[src/rtl/pb_fb_router_pipe_pkg.sv]
// Shared definitions for the frontend M-Bus pipelined router.
// Provides bus widths (overridable through NCPU_AW / NCPU_DW), the default
// decode-error data word and a ceiling-log2 helper for pointer sizing.
`ifndef NCPU_AW
`define NCPU_AW 32
`endif

`ifndef NCPU_DW
`define NCPU_DW 32
`endif

package pb_fb_router_pipe_pkg;

  localparam int unsigned AW = `NCPU_AW;
  localparam int unsigned DW = `NCPU_DW;

  localparam int unsigned MW = DW / 8;

  localparam logic [31:0] PB_FB_ROUTE_ERR_DATA = 32'hDEAD_BEEF;

  // Ceiling log2, used for FIFO pointer widths
  function automatic int unsigned clog2(input int unsigned v);
    int unsigned r;
    r = 0;
    for (int unsigned i = 0; i < 32; i++) begin
      if ((64'd1 << i) < 64'(v)) r = i + 1;
    end
    return r;
  endfunction

endpackage

[src/rtl/pb_fb_router_pipe_fifo.sv]
// pb_fb_route_fifo: generic synchronous FIFO with a combinational head.
// Ports: clk, rst (async active-high), push/din, pop, head, full, empty.
// Pointers carry one extra wrap bit so full and empty are distinguishable.
module pb_fb_route_fifo
  import pb_fb_router_pipe_pkg::*;
#(
  parameter int unsigned WIDTH = 5,
  parameter int unsigned DEPTH = 4
) (
  input  logic             clk,
  input  logic             rst,
  input  logic             push,
  input  logic [WIDTH-1:0] din,
  input  logic             pop,
  output logic [WIDTH-1:0] head,
  output logic             full,
  output logic             empty
);

  localparam int unsigned PW = clog2(DEPTH);

  logic [PW:0]      wr_ptr;
  logic [PW:0]      rd_ptr;
  logic [WIDTH-1:0] mem [DEPTH];
  logic             do_push;
  logic             do_pop;

  assign full    = (wr_ptr[PW] != rd_ptr[PW]) && (wr_ptr[PW-1:0] == rd_ptr[PW-1:0]);
  assign empty   = (wr_ptr == rd_ptr);
  assign head    = mem[rd_ptr[PW-1:0]];
  assign do_push = push & ~full;
  assign do_pop  = pop & ~empty;

  // Storage and pointers; reset clears every entry
  always_ff @(posedge clk or posedge rst) begin
    if (rst) begin
      wr_ptr <= '0;
      rd_ptr <= '0;
      for (int i = 0; i < int'(DEPTH); i++) mem[i] <= '0;
    end else begin
      if (do_push) begin
        mem[wr_ptr[PW-1:0]] <= din;
        wr_ptr              <= wr_ptr + (PW+1)'(1);
      end
      if (do_pop) rd_ptr <= rd_ptr + (PW+1)'(1);
    end
  end

endmodule

[src/rtl/pb_fb_router_pipe.sv]
// pb_fb_router_pipe: routes one frontend M-Bus to NBUS slave buses with up to
// DEPTH outstanding commands; responses return in issue order. Unmapped
// commands (fb_bus_sel == 0) complete with ERR_DATA and fb_mbus_err set.
// Ports: clk, rst (async active-high); fb_mbus_* frontend command/response;
// fb_bus_* per-slave command/response (addr, din, we_msk broadcast).
// Optional macro PB_FB_ROUTER_PIPE_PERF_EN adds perf_stall_cnt[31:0], a
// saturating count of cycles with a command offered but not accepted.
module pb_fb_router_pipe
  import pb_fb_router_pipe_pkg::*;
#(
  parameter int unsigned   NBUS     = 4,
  parameter int unsigned   DEPTH    = 4,
  parameter logic [DW-1:0] ERR_DATA = DW'(PB_FB_ROUTE_ERR_DATA)
) (
  input  logic               clk,
  input  logic               rst,
  output logic               fb_mbus_valid,
  input  logic               fb_mbus_ready,
  output logic [DW-1:0]      fb_mbus_dout,
  output logic               fb_mbus_err,
  input  logic [DW-1:0]      fb_mbus_din,
  input  logic               fb_mbus_cmd_valid,
  output logic               fb_mbus_cmd_ready,
  input  logic [AW-1:0]      fb_mbus_cmd_addr,
  input  logic [MW-1:0]      fb_mbus_cmd_we_msk,
  input  logic [NBUS-1:0]    fb_bus_sel,
  input  logic [NBUS-1:0]    fb_bus_valid,
  output logic [NBUS-1:0]    fb_bus_ready,
  input  logic [NBUS*DW-1:0] fb_bus_dout,
  output logic [NBUS*DW-1:0] fb_bus_din,
  input  logic [NBUS-1:0]    fb_bus_cmd_ready,
  output logic [NBUS-1:0]    fb_bus_cmd_valid,
  output logic [NBUS*AW-1:0] fb_bus_cmd_addr,
  output logic [NBUS*MW-1:0] fb_bus_cmd_we_msk
`ifdef PB_FB_ROUTER_PIPE_PERF_EN
  ,
  output logic [31:0]        perf_stall_cnt
`endif
);

  logic            full;
  logic            empty;
  logic [NBUS:0]   head;
  logic            head_err;
  logic [NBUS-1:0] head_id;
  logic            unmapped;
  logic            push;
  logic            pop;
  logic            sel_valid;
  logic [DW-1:0]   sel_dout;

  // Route FIFO entry: {decode error, one-hot bus id}
  pb_fb_route_fifo #(
    .WIDTH (NBUS + 1),
    .DEPTH (DEPTH)
  ) u_fifo (
    .clk   (clk),
    .rst   (rst),
    .push  (push),
    .din   ({unmapped, fb_bus_sel}),
    .pop   (pop),
    .head  (head),
    .full  (full),
    .empty (empty)
  );

  assign head_err = head[NBUS];
  assign head_id  = head[NBUS-1:0];
  assign unmapped = ~|fb_bus_sel;

  // Command path; rst gating keeps handshakes low while reset is held
  assign fb_bus_cmd_valid  = {NBUS{fb_mbus_cmd_valid & ~full & ~rst}} & fb_bus_sel;
  assign fb_mbus_cmd_ready = ~rst & ~full & (unmapped | (|(fb_bus_sel & fb_bus_cmd_ready)));
  assign push              = fb_mbus_cmd_valid & fb_mbus_cmd_ready;

  assign fb_bus_din        = {NBUS{fb_mbus_din}};
  assign fb_bus_cmd_addr   = {NBUS{fb_mbus_cmd_addr}};
  assign fb_bus_cmd_we_msk = {NBUS{fb_mbus_cmd_we_msk}};

  // Select the head bus's response
  always_comb begin
    sel_valid = |(head_id & fb_bus_valid);
    sel_dout  = '0;
    for (int j = 0; j < int'(NBUS); j++) begin
      if (head_id[j]) sel_dout = fb_bus_dout[j*DW +: DW];
    end
  end

  // Response path; only the head bus is ever given ready
  assign fb_mbus_valid = ~empty & (head_err | sel_valid);
  assign fb_mbus_dout  = head_err ? ERR_DATA : sel_dout;
  assign fb_mbus_err   = ~empty & head_err;
  assign fb_bus_ready  = {NBUS{fb_mbus_ready & ~empty & ~head_err}} & head_id;
  assign pop           = fb_mbus_valid & fb_mbus_ready;

`ifdef PB_FB_ROUTER_PIPE_PERF_EN
  // Saturating count of stalled command cycles
  always_ff @(posedge clk or posedge rst) begin
    if (rst) begin
      perf_stall_cnt <= '0;
    end else if (fb_mbus_cmd_valid && !fb_mbus_cmd_ready && !(&perf_stall_cnt)) begin
      perf_stall_cnt <= perf_stall_cnt + 32'd1;
    end
  end
`endif

`ifndef SYNTHESIS
  // A multi-hot select has no defined routing
  always @(posedge clk) begin
    if (!rst && fb_mbus_cmd_valid && !$onehot0(fb_bus_sel))
      $fatal(1, "pb_fb_router_pipe: more than one fb_bus_sel bit set");
  end
`endif

endmodule

[config.mk]
export PLATFORM = sky130hd
export DESIGN_NAME = pb_fb_router_pipe
export DESIGN_NICKNAME = d
export VERILOG_FILES = /design/src/rtl/pb_fb_router_pipe_pkg.sv /design/src/rtl/pb_fb_router_pipe_fifo.sv /design/src/rtl/pb_fb_router_pipe.sv
export SDC_FILE = /design/constraint.sdc
export NUM_CORES = 1
export LEC_CHECK = 0
export ABC_AREA = 1
export BUFFER_PORTS_ARGS = -buffer_cell sky130_fd_sc_hd__buf_4
export CAP_MARGIN = 10
export CORE_AREA = 2 2 202 204
export CTS_CLUSTER_DIAMETER = 80
export DETAILED_ROUTE_END_ITERATION = 16
export DIE_AREA = 0 0 204 206
export HOLD_SLACK_MARGIN = 0.15
export PLACE_DENSITY = 0.4
export SYNTH_ARGS = -nofsm -noshare
export SYNTH_HDL_FRONTEND = slang
export SYNTH_SLANG_ARGS = --single-unit
[constraint.sdc]
create_clock -name clk -period 2.2 [get_ports clk]
set_input_delay 0.22 -clock clk [delete_from_list [all_inputs] [get_ports clk]]
set_output_delay 0.22 -clock clk [all_outputs]
set_load 0.005 [all_outputs]
==> out/results.ini <==
[status]
status=finished, final reports clean

[sta]
rsz0062_at_grt=yes
max_slew.worst_pin.slew_ns=0.373
slew_headroom=0.751
fmax_mhz=456
tns_ns=0
drv_slew=0
min_period_ns=2.19
whs_ns=0.268
finalHoldViolCount=0
setup_viol=0
fin_skew_ns=0.00383
timing.final.crit_share=0.997

[cts]
numCtsBuffers=3
path_clk_slew_ns=0.07
tritoncts=done
root_buffer=clkbuf_16
clock-sinks=26
clk_path_buf_depth=2
htree_num_levels=1
clkLatencyLatePin_ns=0.26

[place]
hpwlAfterDp_mm=19.8
gp_congestion=0.778
placed_area_mm2=0.00507
portBuffers=186

[yosys]
synth_cells=739
synth-xor-area-share=0.00869
synth.top_cell.area_share=0.410
synthSimpleGateAreaFrac=0.259
yosysTopAreaCell=buf_4
netlist-cell-type-count=33
synth_top_family_by_area=buffers and inverters
synth_compound_area_frac=0.127
muxShareOfSynthArea=0
yosysSeqAreaShare=0.129
synth.avg_cell_area_um2=6.82
synthesis.nets=956
synthAdderAreaFrac=0.0124
synth_seq_cells=26
syn_area_mm2=0.00504
synth_warnings=0
synthTopCellsByArea=buf_4, nand2_1, dfrtp_1

[final_layout]
final_util=0.139
nNetsFinal=884
fin_area_mm2=0.00560
final_layout_size_suffix_gt1_frac=0.450
antenna_cells=0
layout_commonest_cell=buf_4
layout_common_cells=buf_4, nand2_1, nand3_1, o21ai_0, dfrtp_1
syn2layout_area_growth_pct=11.0

[detailed_routing]
drt_iter0_drc=222
ant_nets=0
avgViaCountPerCell=3.52
drc_errors=0
wl_mm=23.8
first_pass_iters=4
vias=4221
wl_per_cell_um=19.8

[critical_path]
critPathKind=register to primary output
rr_worst_depth=8
rr_endpoint=u_fifo.mem[2]
worstSetupEndpointType=primary output
critPathMaxFanout=7
cp_slowest_cell=dfrtp_2
arrival_ns=1.97
cp-start-kind=register
worstReg2RegStart=u_fifo.rd_ptr[0]
cp_num_buf_inv=4
worstPathRequired_ns=1.98
cp_cell_sequence=buf_6 > nand2_4 > nand3_4 > nand2_4 > inv_6 > buf_4 > nand2_1 > nand2_1 > a21oi_2 > o21bai_1 > buf_4
max_stage_delay_ns=0.47
r2r_slack_ns=0.33
crit_family=buffers and inverters

[power_and_ir_drop]
max-vdd-ir-drop_mv=0.666
power.density_mw_per_mm2=1780
finalPower_uw=9940
p_leak_uw=0.00274

[min_path]
min_to=u_fifo.mem[18]
hp-start=fb_bus_sel[3]
worstHoldPathType=primary input to register
min_path_cells=3

[floorplan]
die_w_um=204
die_area_mm2=0.0420
io_pins=527
start_util=0.125
num_rows=74
coreArea_mm2=0.0402
dieHeight_um=206

[global_routing]
antenna_found_initial=3
grt_first_pass_wirelength_mm=30.9
grt-ovfl-total=0
grt_max_degree=35
grt_pass1_vias=4027
track_usage=0.102

[run]
max_cap_viol_count=0

metal layers:
metal,GRT usage,up-vias,share of wire
met2,0.178,393,0.50
met3,0.0519,10,0.14
met4,0.00543,4,0.0015
met5,0,-,0.00097
li1,-,1941,-
met1,0.116,1873,0.37
final cells by class:
cell class              instances  area, um2
clock inverters                 1       30.0
multi-input cells             390       2220
inverters                      24        104
fillers                      4706      34600
repair inverters                1       5.00
flip-flops and latches         26        652
repair buffers                221       1840
well taps                     532        666
clock buffers                   3       75.1
worst max-delay path by stage:
stage,depth (start not counted),slack [ns],start,to
finish,11,0.008,u_fifo.rd_ptr[0],fb_mbus_dout[31]
detailed placement,8,0.15,u_fifo.rd_ptr[0],fb_bus_ready[0]
CTS,11,0.007,u_fifo.rd_ptr[0],fb_mbus_dout[5]
global route,11,-0.09,u_fifo.rd_ptr[0],fb_mbus_dout[31]
floorplan,9,0.55,u_fifo.rd_ptr[1],fb_mbus_dout[16]
global placement,8,0.10,u_fifo.rd_ptr[0],fb_bus_ready[0]
report_power, final:
part           switching, uW  leakage, uW  internal [uW]
combinational           4630      0.00236           3860
clock                    173    0.0000511            362
sequential               220     0.000329            694
state kept, by name, indices dropped and copies added, names as in the netlist:
register and flops:
u_fifo.rd_ptr 3, u_fifo.wr_ptr 3, u_fifo.mem 20
per-stage QoR:
step | instances | setup WS (ns)
final | 1198 | 0.00760
after floorplan | 739 | 0.554
after CTS | 1191 | 0.00660
after global placement | 1181 | 0.101
after global routing | 1198 | -0.0877
after detailed placement | 1181 | 0.148
cell families after synthesis:
kind of cell / Yosys count
fa+ha+maj: 5
flops: 26
simple gates: 288
xor+xnor: 5
compound gates: 92
buf+inv: 323
tightest hold or removal path, stage by stage:
cell and delay, ns:
buf_4 0.15, nand3_1 0.08, nand2_1 0.05
what timing repair did:
| item | CTS | global route |
|---|---|---|
| setup buffers | 4 | 3 |
| hold endpoints to repair | 26 | 0 |
| gates resized for setup | 19 | 35 |
| pin swaps | 1 | 11 |
| cloned | 1 | 4 |
| hold buffers | 1 | 0 |
| setup endpoints to repair | 29 | 39 |
synthesized netlist by cell type, drive strengths merged:
master / n
o21bai: 24
xnor2: 2
or2: 8
xor2: 3
buf: 298
dfrtp: 26
nand4: 2
nand3: 79
ha: 5
a21oi: 32
nor2: 12
clkbuf: 1
inv: 24
a31oi: 1
nand3b: 2
a21boi: 1
nand2: 185
o21ai: 34
Power figures use the tool's default switching activity.
